**src/rtl/alu_issue.sv**
```systemverilog
// ID/EX issue stage: decodes a MIPS instruction word into an ALU request, forwards operands
// from EX/MEM and MEM/WB, and registers the request for the EX-stage alu.
module alu_issue #(
    parameter int DW     = 32,
    parameter int RW     = 5,
    parameter int FWD_EN = 1
) (
    input  logic          clk_87,
    input  logic          rst_n_87,
    input  logic          flush_87,
    input  logic          in_valid_87,
    output logic          in_ready_87,
    input  logic [31:0]   instr_87,
    input  logic [DW-1:0] rs_data_87,
    input  logic [DW-1:0] rt_data_87,
    input  logic          exmem_wr_87,
    input  logic [RW-1:0] exmem_rd_87,
    input  logic [DW-1:0] exmem_data_87,
    input  logic          memwb_wr_87,
    input  logic [RW-1:0] memwb_rd_87,
    input  logic [DW-1:0] memwb_data_87,
    output logic          out_valid_87,
    input  logic          out_ready_87,
    output logic [DW-1:0] arg_a_87,
    output logic [DW-1:0] arg_b_87,
    output logic [3:0]    alu_op_87,
    output logic [RW-1:0] dest_87,
    output logic          reg_write_87,
    output logic          mem_read_87,
    output logic          mem_write_87,
    output logic          branch_87,
    output logic          illegal_87
);

    localparam logic [3:0] ALU_ADD   = 4'h0;
    localparam logic [3:0] ALU_ADDU  = 4'h1;
    localparam logic [3:0] ALU_SUB   = 4'h2;
    localparam logic [3:0] ALU_SUBU  = 4'h3;
    localparam logic [3:0] ALU_AND   = 4'h4;
    localparam logic [3:0] ALU_OR    = 4'h5;
    localparam logic [3:0] ALU_SLT   = 4'h6;
    localparam logic [3:0] ALU_SLTU  = 4'h7;
    localparam logic [3:0] ALU_MULT  = 4'h8;
    localparam logic [3:0] ALU_MULTU = 4'h9;
    localparam logic [3:0] ALU_DIV   = 4'hA;
    localparam logic [3:0] ALU_DIVU  = 4'hB;
    localparam logic [3:0] ALU_SLL   = 4'hC;
    localparam logic [3:0] ALU_SRL   = 4'hD;

    logic [5:0]    opc, funct;
    logic [RW-1:0] rs_a, rt_a, rd_a;
    logic [DW-1:0] sext_imm, zext_imm, shamt;

    assign opc      = instr_87[31:26];
    assign funct    = instr_87[5:0];
    assign rs_a     = RW'(instr_87[25:21]);
    assign rt_a     = RW'(instr_87[20:16]);
    assign rd_a     = RW'(instr_87[15:11]);
    assign sext_imm = {{(DW-16){instr_87[15]}}, instr_87[15:0]};
    assign zext_imm = {{(DW-16){1'b0}}, instr_87[15:0]};
    assign shamt    = {{(DW-5){1'b0}}, instr_87[10:6]};

    // EX/MEM has priority over MEM/WB because it holds the younger result.
    logic [DW-1:0] rs_val, rt_val;
    always_comb begin
        rs_val = rs_data_87;
        rt_val = rt_data_87;
        if (FWD_EN != 0) begin
            if (exmem_wr_87 && exmem_rd_87 != '0 && exmem_rd_87 == rs_a)
                rs_val = exmem_data_87;
            else if (memwb_wr_87 && memwb_rd_87 != '0 && memwb_rd_87 == rs_a)
                rs_val = memwb_data_87;
            if (exmem_wr_87 && exmem_rd_87 != '0 && exmem_rd_87 == rt_a)
                rt_val = exmem_data_87;
            else if (memwb_wr_87 && memwb_rd_87 != '0 && memwb_rd_87 == rt_a)
                rt_val = memwb_data_87;
        end
    end

    logic [3:0]    d_op;
    logic [DW-1:0] d_a, d_b;
    logic [RW-1:0] d_dest;
    logic          d_rw, d_mr, d_mw, d_br, d_ill, rt_used;

    always_comb begin
        d_op    = ALU_ADDU;
        d_a     = rs_val;
        d_b     = rt_val;
        d_dest  = rt_a;
        d_rw    = 1'b0;
        d_mr    = 1'b0;
        d_mw    = 1'b0;
        d_br    = 1'b0;
        d_ill   = 1'b0;
        rt_used = 1'b0;
        case (opc)
            6'h00: begin
                d_dest  = rd_a;
                rt_used = 1'b1;
                d_rw    = 1'b1;
                case (funct)
                    6'h20: d_op = ALU_ADD;
                    6'h21: d_op = ALU_ADDU;
                    6'h22: d_op = ALU_SUB;
                    6'h23: d_op = ALU_SUBU;
                    6'h24: d_op = ALU_AND;
                    6'h25: d_op = ALU_OR;
                    6'h2A: d_op = ALU_SLT;
                    6'h2B: d_op = ALU_SLTU;
                    6'h18: begin d_op = ALU_MULT;  d_rw = 1'b0; end
                    6'h19: begin d_op = ALU_MULTU; d_rw = 1'b0; end
                    6'h1A: begin d_op = ALU_DIV;   d_rw = 1'b0; end
                    6'h1B: begin d_op = ALU_DIVU;  d_rw = 1'b0; end
                    6'h00: begin d_op = ALU_SLL; d_a = rt_val; d_b = shamt; end
                    6'h02: begin d_op = ALU_SRL; d_a = rt_val; d_b = shamt; end
                    default: begin d_ill = 1'b1; d_rw = 1'b0; end
                endcase
            end
            6'h08: begin d_op = ALU_ADD;  d_b = sext_imm; d_rw = 1'b1; end
            6'h09: begin d_op = ALU_ADDU; d_b = sext_imm; d_rw = 1'b1; end
            6'h0A: begin d_op = ALU_SLT;  d_b = sext_imm; d_rw = 1'b1; end
            6'h0B: begin d_op = ALU_SLTU; d_b = sext_imm; d_rw = 1'b1; end
            6'h0C: begin d_op = ALU_AND;  d_b = zext_imm; d_rw = 1'b1; end
            6'h0D: begin d_op = ALU_OR;   d_b = zext_imm; d_rw = 1'b1; end
            6'h23: begin d_op = ALU_ADD;  d_b = sext_imm; d_rw = 1'b1; d_mr = 1'b1; end
            6'h2B: begin d_op = ALU_ADD;  d_b = sext_imm; d_mw = 1'b1; rt_used = 1'b1; end
            6'h04: begin d_op = ALU_SUB;  d_br = 1'b1; rt_used = 1'b1; end
            default: d_ill = 1'b1;
        endcase
    end

    // Handshake: a request transfers on any edge where out_valid_87 & out_ready_87; an
    // instruction is taken on any edge where in_valid_87 & in_ready_87. While out_valid_87 is
    // high and out_ready_87 low, every output holds. flush_87 overrides all of it.
    logic advance, load_use;
    assign advance  = !out_valid_87 || out_ready_87;
    assign load_use = out_valid_87 && mem_read_87 && dest_87 != '0 && in_valid_87 &&
                      (dest_87 == rs_a || (dest_87 == rt_a && rt_used));
    assign in_ready_87 = flush_87 || (advance && !load_use);

    always_ff @(posedge clk_87 or negedge rst_n_87) begin
        if (!rst_n_87) begin
            out_valid_87 <= 1'b0;
            arg_a_87     <= '0;
            arg_b_87     <= '0;
            alu_op_87    <= '0;
            dest_87      <= '0;
            reg_write_87 <= 1'b0;
            mem_read_87  <= 1'b0;
            mem_write_87 <= 1'b0;
            branch_87    <= 1'b0;
            illegal_87   <= 1'b0;
        end else if (flush_87) begin
            out_valid_87 <= 1'b0;
        end else if (advance) begin
            if (in_valid_87 && in_ready_87) begin
                out_valid_87 <= 1'b1;
                arg_a_87     <= d_a;
                arg_b_87     <= d_b;
                alu_op_87    <= d_op;
                dest_87      <= d_dest;
                reg_write_87 <= d_rw && d_dest != '0;
                mem_read_87  <= d_mr;
                mem_write_87 <= d_mw;
                branch_87    <= d_br;
                illegal_87   <= d_ill;
            end else begin
                out_valid_87 <= 1'b0;
            end
        end
    end

endmodule

```
**config.mk**
```make
export PLATFORM = sky130hd
export DESIGN_NAME = alu_issue
export DESIGN_NICKNAME = d
export VERILOG_FILES = /design/src/rtl/alu_issue.sv
export SDC_FILE = /design/constraint.sdc
export NUM_CORES = 1
export LEC_CHECK = 0
export CAP_MARGIN = 40
export CORE_MARGIN = 2
export CORE_UTILIZATION = 43
export DETAILED_ROUTE_END_ITERATION = 8
export PLACE_DENSITY = 0.87
export RECOVER_POWER = 25
export SYNTH_ARGS = -nofsm -noshare
export SYNTH_HDL_FRONTEND = slang
export SYNTH_SLANG_ARGS = --single-unit
export TNS_END_PERCENT = 10
```
**constraint.sdc**
```tcl
create_clock -name clk_87 -period 2.63 [get_ports clk_87]
set_input_delay 0.263 -clock clk_87 [delete_from_list [all_inputs] [get_ports clk_87]]
set_output_delay 0.263 -clock clk_87 [all_outputs]
set_load 0.02 [all_outputs]
```
After elaboration in Yosys (flattened, before gate mapping)
Cells that the tools add are included.
{"block": "classes", "n_eq_ne": 28, "n_mux": 22, "n_bitwise": 1, "reduce_logical": 36}
{"op": "32-bit two-way mux", "count": 7}
{"op": "32-bit case mux with 3 select lines", "count": 1}
{"op": "6-bit equality test, second input constant", "count": 10}
{"op": "4-bit case mux with 13 select lines", "count": 1}
{"op": "6-bit by 4-bit equality test with 1-bit output, second input constant", "count": 6}
{"op": "5-bit equality test", "count": 6}
{"op": "4-bit case mux with 7 select lines", "count": 1}
{"op": "6-bit by 5-bit equality test with 1-bit output, second input constant", "count": 4}
{"op": "5-bit nonzero test", "count": 4}
{"op": "1-bit logical AND", "count": 14}
{"op": "14-bit OR reduction", "count": 1}
{"op": "6-bit zero test", "count": 2}
{"op": "10-bit OR reduction", "count": 1}
{"op": "1-bit two-way mux", "count": 9}
{"op": "9-bit OR reduction", "count": 1}
{"op": "7-bit OR reduction", "count": 1}
{"op": "6-bit by 2-bit equality test with 1-bit output, second input constant", "count": 1}
{"op": "6-bit by 3-bit equality test with 1-bit output, second input constant", "count": 1}
{"op": "3-bit OR reduction", "count": 2}
{"op": "6-bit OR reduction", "count": 1}
{"op": "5-bit two-way mux", "count": 1}
{"op": "1-bit case mux with 2 select lines", "count": 2}
{"op": "2-bit OR reduction", "count": 2}
{"op": "1-bit logical OR", "count": 3}
{"op": "4 further kinds", "count": 5}
{"block": "totals", "reg_bits": 79, "in_bits": 177, "output_inout_bits": 80}

Logic depth before layout (Yosys ltp)
Gate-level depths: netlist of the first run.
{"block": "logic_depth", "ltp_word": 13, "mapped_depth": 10}

Least setup slack after synthesis of the first run
No wires, ideal clock.
{"block": "synth_path", "path_kind": "reg-to-reg", "from": "register dest_87[1]", "to": "register mem_read_87", "setup_time_ps": 125, "t_arrival_ps": 2183, "required_ps": 2505, "path_slack_ps": 322, "stages_incl_launch_ff": 8, "n_path_buf": 2, "synth_period_minus_slack_ps": 2308, "cell_sequence": "dfrtp_1 or4_1 o2111a_1 nand4_1 and4_1 buf_4 buf_6 mux2_2"}
{"block": "synth_via", "elab_chain_len": 9, "word_cells_on_any_way": 13, "classes_between": "eq/ne: 2; reduce/logical: 11"}
{"element": "start, declared", "line": "27", "text": "output logic [RW-1:0] dest_87,"}
{"element": "start signal, assigned", "line": "161", "text": "dest_87 <= d_dest;"}
{"element": "5-bit equality test / 5-bit nonzero test (equally long branches)", "line": "138, 137"}
{"element": "1-bit logical AND (on tied branches)", "line": "138, 137"}
{"element": "1-bit logical OR / 1-bit logical AND (equally long branches)", "line": "138, 137"}
{"element": "1-bit logical AND *", "line": "137", "text": "assign load_use = out_valid_87 && mem_read_87 && dest_87 != '0 && in_valid_87 &&"}
{"element": "1-bit zero test *", "line": "139", "text": "assign in_ready_87 = flush_87 || (advance && !load_use);"}
{"element": "1-bit logical AND *", "line": "139"}
{"element": "1-bit logical OR *", "line": "139"}
{"element": "1-bit logical AND *", "line": "156", "text": "if (in_valid_87 && in_ready_87) begin"}
{"element": "3-bit AND reduction (no source line) *"}
{"element": "end signal, assigned", "line": "163", "text": "mem_read_87 <= d_mr;"}
{"element": "end, declared", "line": "29", "text": "output logic mem_read_87,"}
Mark *: on every way between the ends. The rest lies on a longest branch, timed or not.
A chain may end at the register's enable or synchronous reset.

Final worst setup path of the first run
{"block": "layout_path", "from": "register dest_87[1]", "to": "register arg_b_87[3]"}
{"block": "layout_via", "elab_chain_len": 9, "word_cells_on_any_way": 13, "classes_between": "eq/ne: 2; reduce/logical: 11"}
{"element": "5-bit equality test / 5-bit nonzero test (equally long branches)", "line": "138, 137"}
{"element": "1-bit logical AND (on tied branches)", "line": "138, 137"}
{"element": "1-bit logical OR / 1-bit logical AND (equally long branches)", "line": "138, 137"}
{"element": "1-bit logical AND *", "line": "137"}
{"element": "1-bit zero test *", "line": "139"}
{"element": "1-bit logical AND *", "line": "139"}
{"element": "1-bit logical OR *", "line": "139"}
{"element": "1-bit logical AND *", "line": "156"}
{"element": "3-bit AND reduction (no source line) *"}
{"element": "end signal, assigned", "line": "145", "text": "arg_b_87 <= '0;"}
{"element": "end signal, assigned", "line": "159", "text": "arg_b_87 <= d_b;"}
{"element": "end, declared", "line": "25", "text": "output logic [DW-1:0] arg_b_87,"}
Marked as above.

==> results of run 1 <==
-- area by class of cell --
class	count	area, µm²
Timing Repair Buffer	306	3050
Inverter	3	11.3
Sequential cell	79	1980
Clock buffer	10	239
Fill cell	1070	4160
Clock inverter	6	108
Multi-Input combinational cell	552	3420
Tap cell	176	220
-- power groups by stage --
stage          clock network (W)  logic [W]  registers [W]
2_1_floorplan                  0   0.000493        0.00178
3_3_place_gp                   0    0.00162        0.00155
3_5_place_dp                   0    0.00164        0.00155
4_1_cts                  0.00147    0.00165        0.00153
5_1_grt                  0.00153    0.00176        0.00156
6_report                 0.00147    0.00165        0.00154
-- path summary, 6_finish.rpt --
check,from,to,slack (ns)
worst max-delay path,dest_87[1],arg_b_87[3],0.17
worst min-delay path,reg_write_87,reg_write_87,0.50
worst max register to register,dest_87[1],arg_b_87[3],0.17
worst min register to register,reg_write_87,reg_write_87,0.50
max in group asynchronous,rst_n_87,arg_a_87[19],0.85
min in group asynchronous,rst_n_87,arg_b_87[27],0.69
-- cells in the final DEF, fill, tap and decap left out, types with 6 or more instances in the layout --
cell             instances
clkbuf_16                9
buf_4                   38
buf_12                   9
dfrtp_1                 79
a31o_2                  23
a31o_1                  10
a21oi_1                 26
a211o_1                  6
o21ai_0                 36
a31oi_1                 50
nor2_1                  83
nor3_1                   7
and3_1                  29
a221o_1                 27
clkdlybuf4s50_1        254
xor2_1                  21
xnor2_1                 10
o211ai_1                55
nand2_1                 94
-- what timing repair did --
| action | in CTS | in global routing |
|---|---|---|
| endpoints found under the setup margin | 1 | 0 |
| hold endpoints to repair | 43 | 0 |
| gates resized for setup | 1 | 0 |
| hold buffers | 1 | 0 |
-- through the flow --
stage	setup TNS [ns]	instance area (µm²)	util, %	setup WS (ns)	power (W)
2_1_floorplan	0	5770	-	0.322	0.00227
3_3_place_gp	-2.25	8660	65.7	-0.132	0.00317
3_5_place_dp	0	8680	65.8	0.0325	0.00320
4_1_cts	0	9030	68.5	0.148	0.00465
5_1_grt	0	9030	68.4	0.0238	0.00485
6_report	0	9030	68.4	0.174	0.00465
-- worst max-delay path, delay by kind of cell (launching register included) --
family	cells	cell delay, ns
AND/OR/NAND/NOR	4	1.18
AO/OA/AOI/OAI	2	0.45
flip-flops	1	0.38
buffers and inverters	1	0.31
-- layer usage --
| metal | vias up | track usage (%) |
|---|---|---|
| li1 | 3148 | - |
| met4 | 0 | 12.3 |
| met2 | 417 | 51.9 |
| met5 | - | 0 |
| met3 | 70 | 6.27 |
| met1 | 3215 | 39.5 |
-- cells by family after synthesis --
kind of cell,after synthesis,synth area share [%]
AO/OA/AOI/OAI,259,32.3
XOR/XNOR,31,4.71
AND/OR/NAND/NOR,252,20.1
buffers and inverters,74,6.79
flip-flops,79,34.3
multiplexers,10,1.84
-- state kept, by name, summed over array words and instances, names as in the netlist, 4 cells and up --
| signal | count |
|---|---|
| arg_a_87 | 32 |
| arg_b_87 | 32 |
| dest_87 | 5 |
| alu_op_87 | 4 |
==> results.json, run 1 <==
{
  "status": "finished clean",
  "cp.arrival_ns": 2.68,
  "met2WireLength_um": 10700,
  "syn2layout_area_growth_pct": 56.5,
  "post_cts_buffers": 0,
  "crit_fanout": 77,
  "place_congestion": 0.945,
  "h-tree-depth": 3,
  "wl_met1_um": 8890,
  "p_clk_share_pct": 31.5,
  "synth_most_common_cell": "nand2_1",
  "ys.flop_type": "dfrtp_1",
  "highest_layer": "met4",
  "holdWs_ns": 0.496,
  "drt-total-wl_um": 22400,
  "switching_share_pct": 31.0,
  "synth_edf_count": 0,
  "die-area_um2": 14400,
  "whs_path_depth": 1,
  "ys_seq_area_share_pct": 34.3,
  "detail-route-antenna-nets": 0,
  "final_cells": 1132,
  "comb_power_share_pct": 35.5,
  "num_io_pins": 257,
  "endpoint_kind": "register",
  "synth_top_cell_area_share_pct": 34.3,
  "worstSetupPathType": "reg2reg",
  "postSynthNetCount": 882,
  "core-area_um2": 13200,
  "drive_gt1_share_pct": 11.0,
  "avgSynthCellArea_um2": 8.18,
  "first_iter_violations": 716,
  "grt-ovfl-total": 0,
  "grt_pass1_wl_um": 35300,
  "wl_met3_um": 2070,
  "finalSetupViolations": 0,
  "drc": 0,
  "first_global_vias": 6687,
  "grt_max_degree": 78,
  "start_util_pct": 43.7,
  "yosysWarnings": 0,
  "slew-limit-headroom_pct": 23.8,
  "synth_cell_types": 54,
  "critPathSlowestCell": "or4_1",
  "yosys.area.top_type": "dfrtp_1",
  "required_ns": 2.85,
  "powerDensity_nw_per_um2": 516,
  "wl_per_cell_um": 19.8,
  "start_kind": "register",
  "insertion_delay_ns": 0.34,
  "track_usage_pct": 31.1,
  "hp-class": "reg2reg",
  "cap_violations": 0,
  "power.leakage_nw": 3.59,
  "path_cells": "or4_1 -> o2111a_1 -> nand4_1 -> and4_4 -> buf_12 -> nand2_1 -> o22a_1",
  "firstDrtPassIters": 5,
  "synth_area_leaders": "dfrtp_1 34%, o211ai_1 7.2%, nand2_1 6.1%, nor2_1 5.5%, a31oi_1 5.4%",
  "die_y_um": 120,
  "power.switching_w": 0.00144,
  "via_count": 6850,
  "async_reset_ff_share_pct": 100,
  "numPortBuffers": 256,
  "nets": 1128,
  "maxSlewViolCount": 0,
  "fin_crit_sh_pct": 93.4,
  "cts_buffer_depth": 2,
  "netlist_instances": 705,
  "yosys_register_bits": 79,
  "dp.cells": 1115,
  "syn_area_um2": 5770,
  "antenna_found_initial": 0,
  "clock-root-buffer": "clkbuf_16",
  "die_w_um": 120,
  "dp_hpwl_um": 16500,
  "finalHoldViolations": 0,
  "ff2ff_path_depth": 7,
  "rsz0062_at_grt": "false",
  "max_freq_ghz": 0.407,
  "vdd.ir_drop.worst_mv": 0.282,
  "cts_buffers": 9,
  "p_int_w": 0.00321,
  "period_minus_slack_ns": 2.46,
  "slowest_delay_ns": 0.53,
  "worstMarginPinSlew_ns": 1.14,
  "vias_per_cell": 6.05,
  "seqPwrFrac_pct": 33.0,
  "clk_pin_slew_ns": 0.06,
  "num_antenna_cells": 0,
  "fin_skew_ns": 0.00830,
  "fp-row-count": 42,
  "cts_tree": "built",
  "synth_common_cells": "94 x nand2_1, 84 x nor2_1, 79 x dfrtp_1, 55 x o211ai_1, 50 x a31oi_1",
  "clock_sinks": 79
}
Note: power is estimated with default switching activity, not from simulation.
==> run 2: changes to the inputs <==
Settings changed: ABC_AREA set to 1, CORE_UTILIZATION 43 to 45, PLACE_DENSITY 0.87 to 0.86, REMOVE_ABC_BUFFERS set to 1.
Clock period 2.63 ns to 3.05 ns, I/O delays scaled along.
==> results.json, run 2 <==
{
  "status": "finished clean",
  "nFillCells": 1387,
  "cts_buffers": 9,
  "cap_violations": 0,
  "netlist_instances": 1159,
  "placed_cell_area_um2": 9730,
  "p_int_w": 0.00255,
  "p_clk_share_pct": 28.6,
  "slew-limit-headroom_pct": 18.7,
  "start_util_pct": 46.1,
  "slowest_delay_ns": 0.65,
  "critPathSlowestCell": "clkdlybuf4s50_1",
  "final_cells": 1571,
  "async_reset_ff_share_pct": 100,
  "powerDensity_nw_per_um2": 398,
  "hp-class": "reg2reg",
  "track_usage_pct": 34.0,
  "maxSlewViolCount": 0,
  "ys_seq_area_share_pct": 28.2,
  "numPortBuffers": 256,
  "drive_gt1_share_pct": 5.13,
  "crit_fanout": 5,
  "die_y_um": 129,
  "dp.cells": 1554,
  "firstDrtPassIters": 6,
  "seqPwrFrac_pct": 33.3,
  "cts_resized": 0,
  "antenna_found_initial": 0,
  "first_iter_violations": 1061,
  "drc": 0,
  "vias_per_cell": 5.87,
  "place_congestion": 0.925,
  "wl_per_cell_um": 18.2,
  "power.switching_w": 0.00144,
  "clock_sinks": 79,
  "power.leakage_nw": 4.93,
  "yosys.area.top_type": "dfrtp_1",
  "ys.flop_type": "dfrtp_1",
  "required_ns": 2.74,
  "cts_buffer_depth": 2,
  "dp_hpwl_um": 19600,
  "cp.buffers_inverters": 2,
  "synth_edf_count": 0,
  "via_count": 9223,
  "synth_area_leaders": "dfrtp_1 28%, nand3_1 18%, nand2_1 16%, inv_1 7.4%, nand4_1 5.4%",
  "final_common_cell": "nand2_1",
  "endpoint_kind": "output port",
  "switching_share_pct": 36.1,
  "syn2layout_area_growth_pct": 43.2,
  "rsz0062_at_grt": "false",
  "clock-root-buffer": "clkbuf_16",
  "critPathTopFamily": "buffers and inverters",
  "fin_crit_sh_pct": 82.4,
  "drt-total-wl_um": 28600,
  "cts_tree": "built",
  "clk_pin_slew_ns": 0.06,
  "vdd.ir_drop.worst_mv": 0.310,
  "start_kind": "primary input",
  "synth_top_cell_area_share_pct": 28.2,
  "worstMarginPinSlew_ns": 1.22,
  "reg_top3": "arg_a_87 (32), arg_b_87 (32), dest_87 (5)",
  "fin_skew_ns": 0.0114,
  "finalHoldViolations": 0,
  "yosysWarnings": 0,
  "max_freq_ghz": 0.398,
  "avgSynthCellArea_um2": 6.05,
  "synth_common_cells": "300 x nand2_1, 256 x nand3_1, 139 x inv_1, 89 x nor2_1, 79 x dfrtp_1",
  "fin_area_um2": 10000,
  "grt-ovfl-total": 0,
  "insertion_delay_ns": 0.36,
  "die-area_um2": 16600,
  "worstSetupPathType": "in2out",
  "synth_most_common_cell": "nand2_1",
  "final_cell_mix": "298 x nand2_1, 256 x nand3_1, 255 x clkdlybuf4s50_1, 139 x inv_1, 89 x nor2_1",
  "core-area_um2": 15200,
  "tns_ns": 0,
  "fp-row-count": 45,
  "nets": 1555,
  "comb_power_share_pct": 38.1,
  "grt_pass1_wl_um": 44200,
  "h-tree-depth": 3,
  "p_total_w": 0.00400,
  "first_global_vias": 8599,
  "num_io_pins": 257,
  "grt_max_degree": 53,
  "num_antenna_cells": 0,
  "syn_area_um2": 7010,
  "detail-route-antenna-nets": 0,
  "synth_cell_types": 31,
  "finalSetupViolations": 0,
  "die_w_um": 129,
  "yosys_register_bits": 79,
  "period_minus_slack_ns": 2.51,
  "path_cells": "clkdlybuf4s50_1 -> nor2_2 -> nand3_1 -> nand2_1 -> nand2_1 -> o21ai_2 -> a21boi_0 -> clkdlybuf4s50_1",
  "cp.arrival_ns": 2.21
}
==> run 2: through the flow <==
step	hold slack, ns	worst slack (ns)	util (%)
finish	0.478	0.536	66.0
global route	0.502	0.331	66.0
CTS	0.481	0.570	66.1
detailed placement	0.355	0.481	64.0
global placement	0.353	0.543	64.0
floorplan	0.00941	-0.176	-
==> run 2: path summary, 6_finish.rpt <==
kind	endpoint	cells after the start	from	slack [ns]
hold reg to reg	illegal_87	2	illegal_87	0.48
hold / removal	illegal_87	2	illegal_87	0.48
setup reg to reg	arg_b_87[28]	12	dest_87[3]	0.79
min in group asynchronous	alu_op_87[0]	2	rst_n_87	0.74
max in group asynchronous	arg_b_87[30]	3	rst_n_87	0.64
setup / recovery	in_ready_87	8	instr_87[28]	0.54
==> run 2: power groups by stage <==
stage,sequential [W],clock [W],combinational [W]
after global placement,0.00135,0,0.00148
after floorplan,0.00153,0,0.000469
final,0.00133,0.00114,0.00152
after detailed placement,0.00134,0,0.00150
after global routing,0.00135,0.00120,0.00163
after CTS,0.00133,0.00115,0.00151
==> run 2: timing repair <==
action,in CTS,in global routing
endpoints found under the setup margin,0,0
hold buffers,1,0
hold endpoints to repair,41,0
buffers inserted,0,0
==> run 2: worst min-delay path, stage by stage (launching register included) <==
cell,delay (ns)
dfrtp_1,0.34
nand2_1,0.05
nand2_1,0.05
==> run 2: cell type report <==
| type | instances | area (µm²) | area share [%] |
|---|---|---|---|
| Clock inverter | 7 | 81.3 | 0.810 |
| Inverter | 149 | 559 | 5.57 |
| Tap cell | 188 | 235 | 2.34 |
| Clock buffer | 9 | 225 | 2.24 |
| Timing Repair Buffer | 286 | 2840 | 28.3 |
| Sequential cell | 79 | 1980 | 19.7 |
| Multi-Input combinational cell | 853 | 4120 | 41.1 |
==> run 2: cells by family after synthesis <==
kind of cell / after synthesis / share of synthesized area (%)
compound gates: 74 / 5.64
buf+inv: 227 / 13.5
xor+xnor: 21 / 2.62
flops: 79 / 28.2
simple gates: 758 / 50.0
==> run 2: per-layer routing <==
layer / part of all wire [%] / track usage [%] / up-vias
met2: 46 / 54.4 / 739
met3: 12 / 6.32 / 119
met1: 38 / 43.3 / 4132
met5: 0 / 0 / -
met4: 4.6 / 18.9 / 0
li1: - / - / 4233
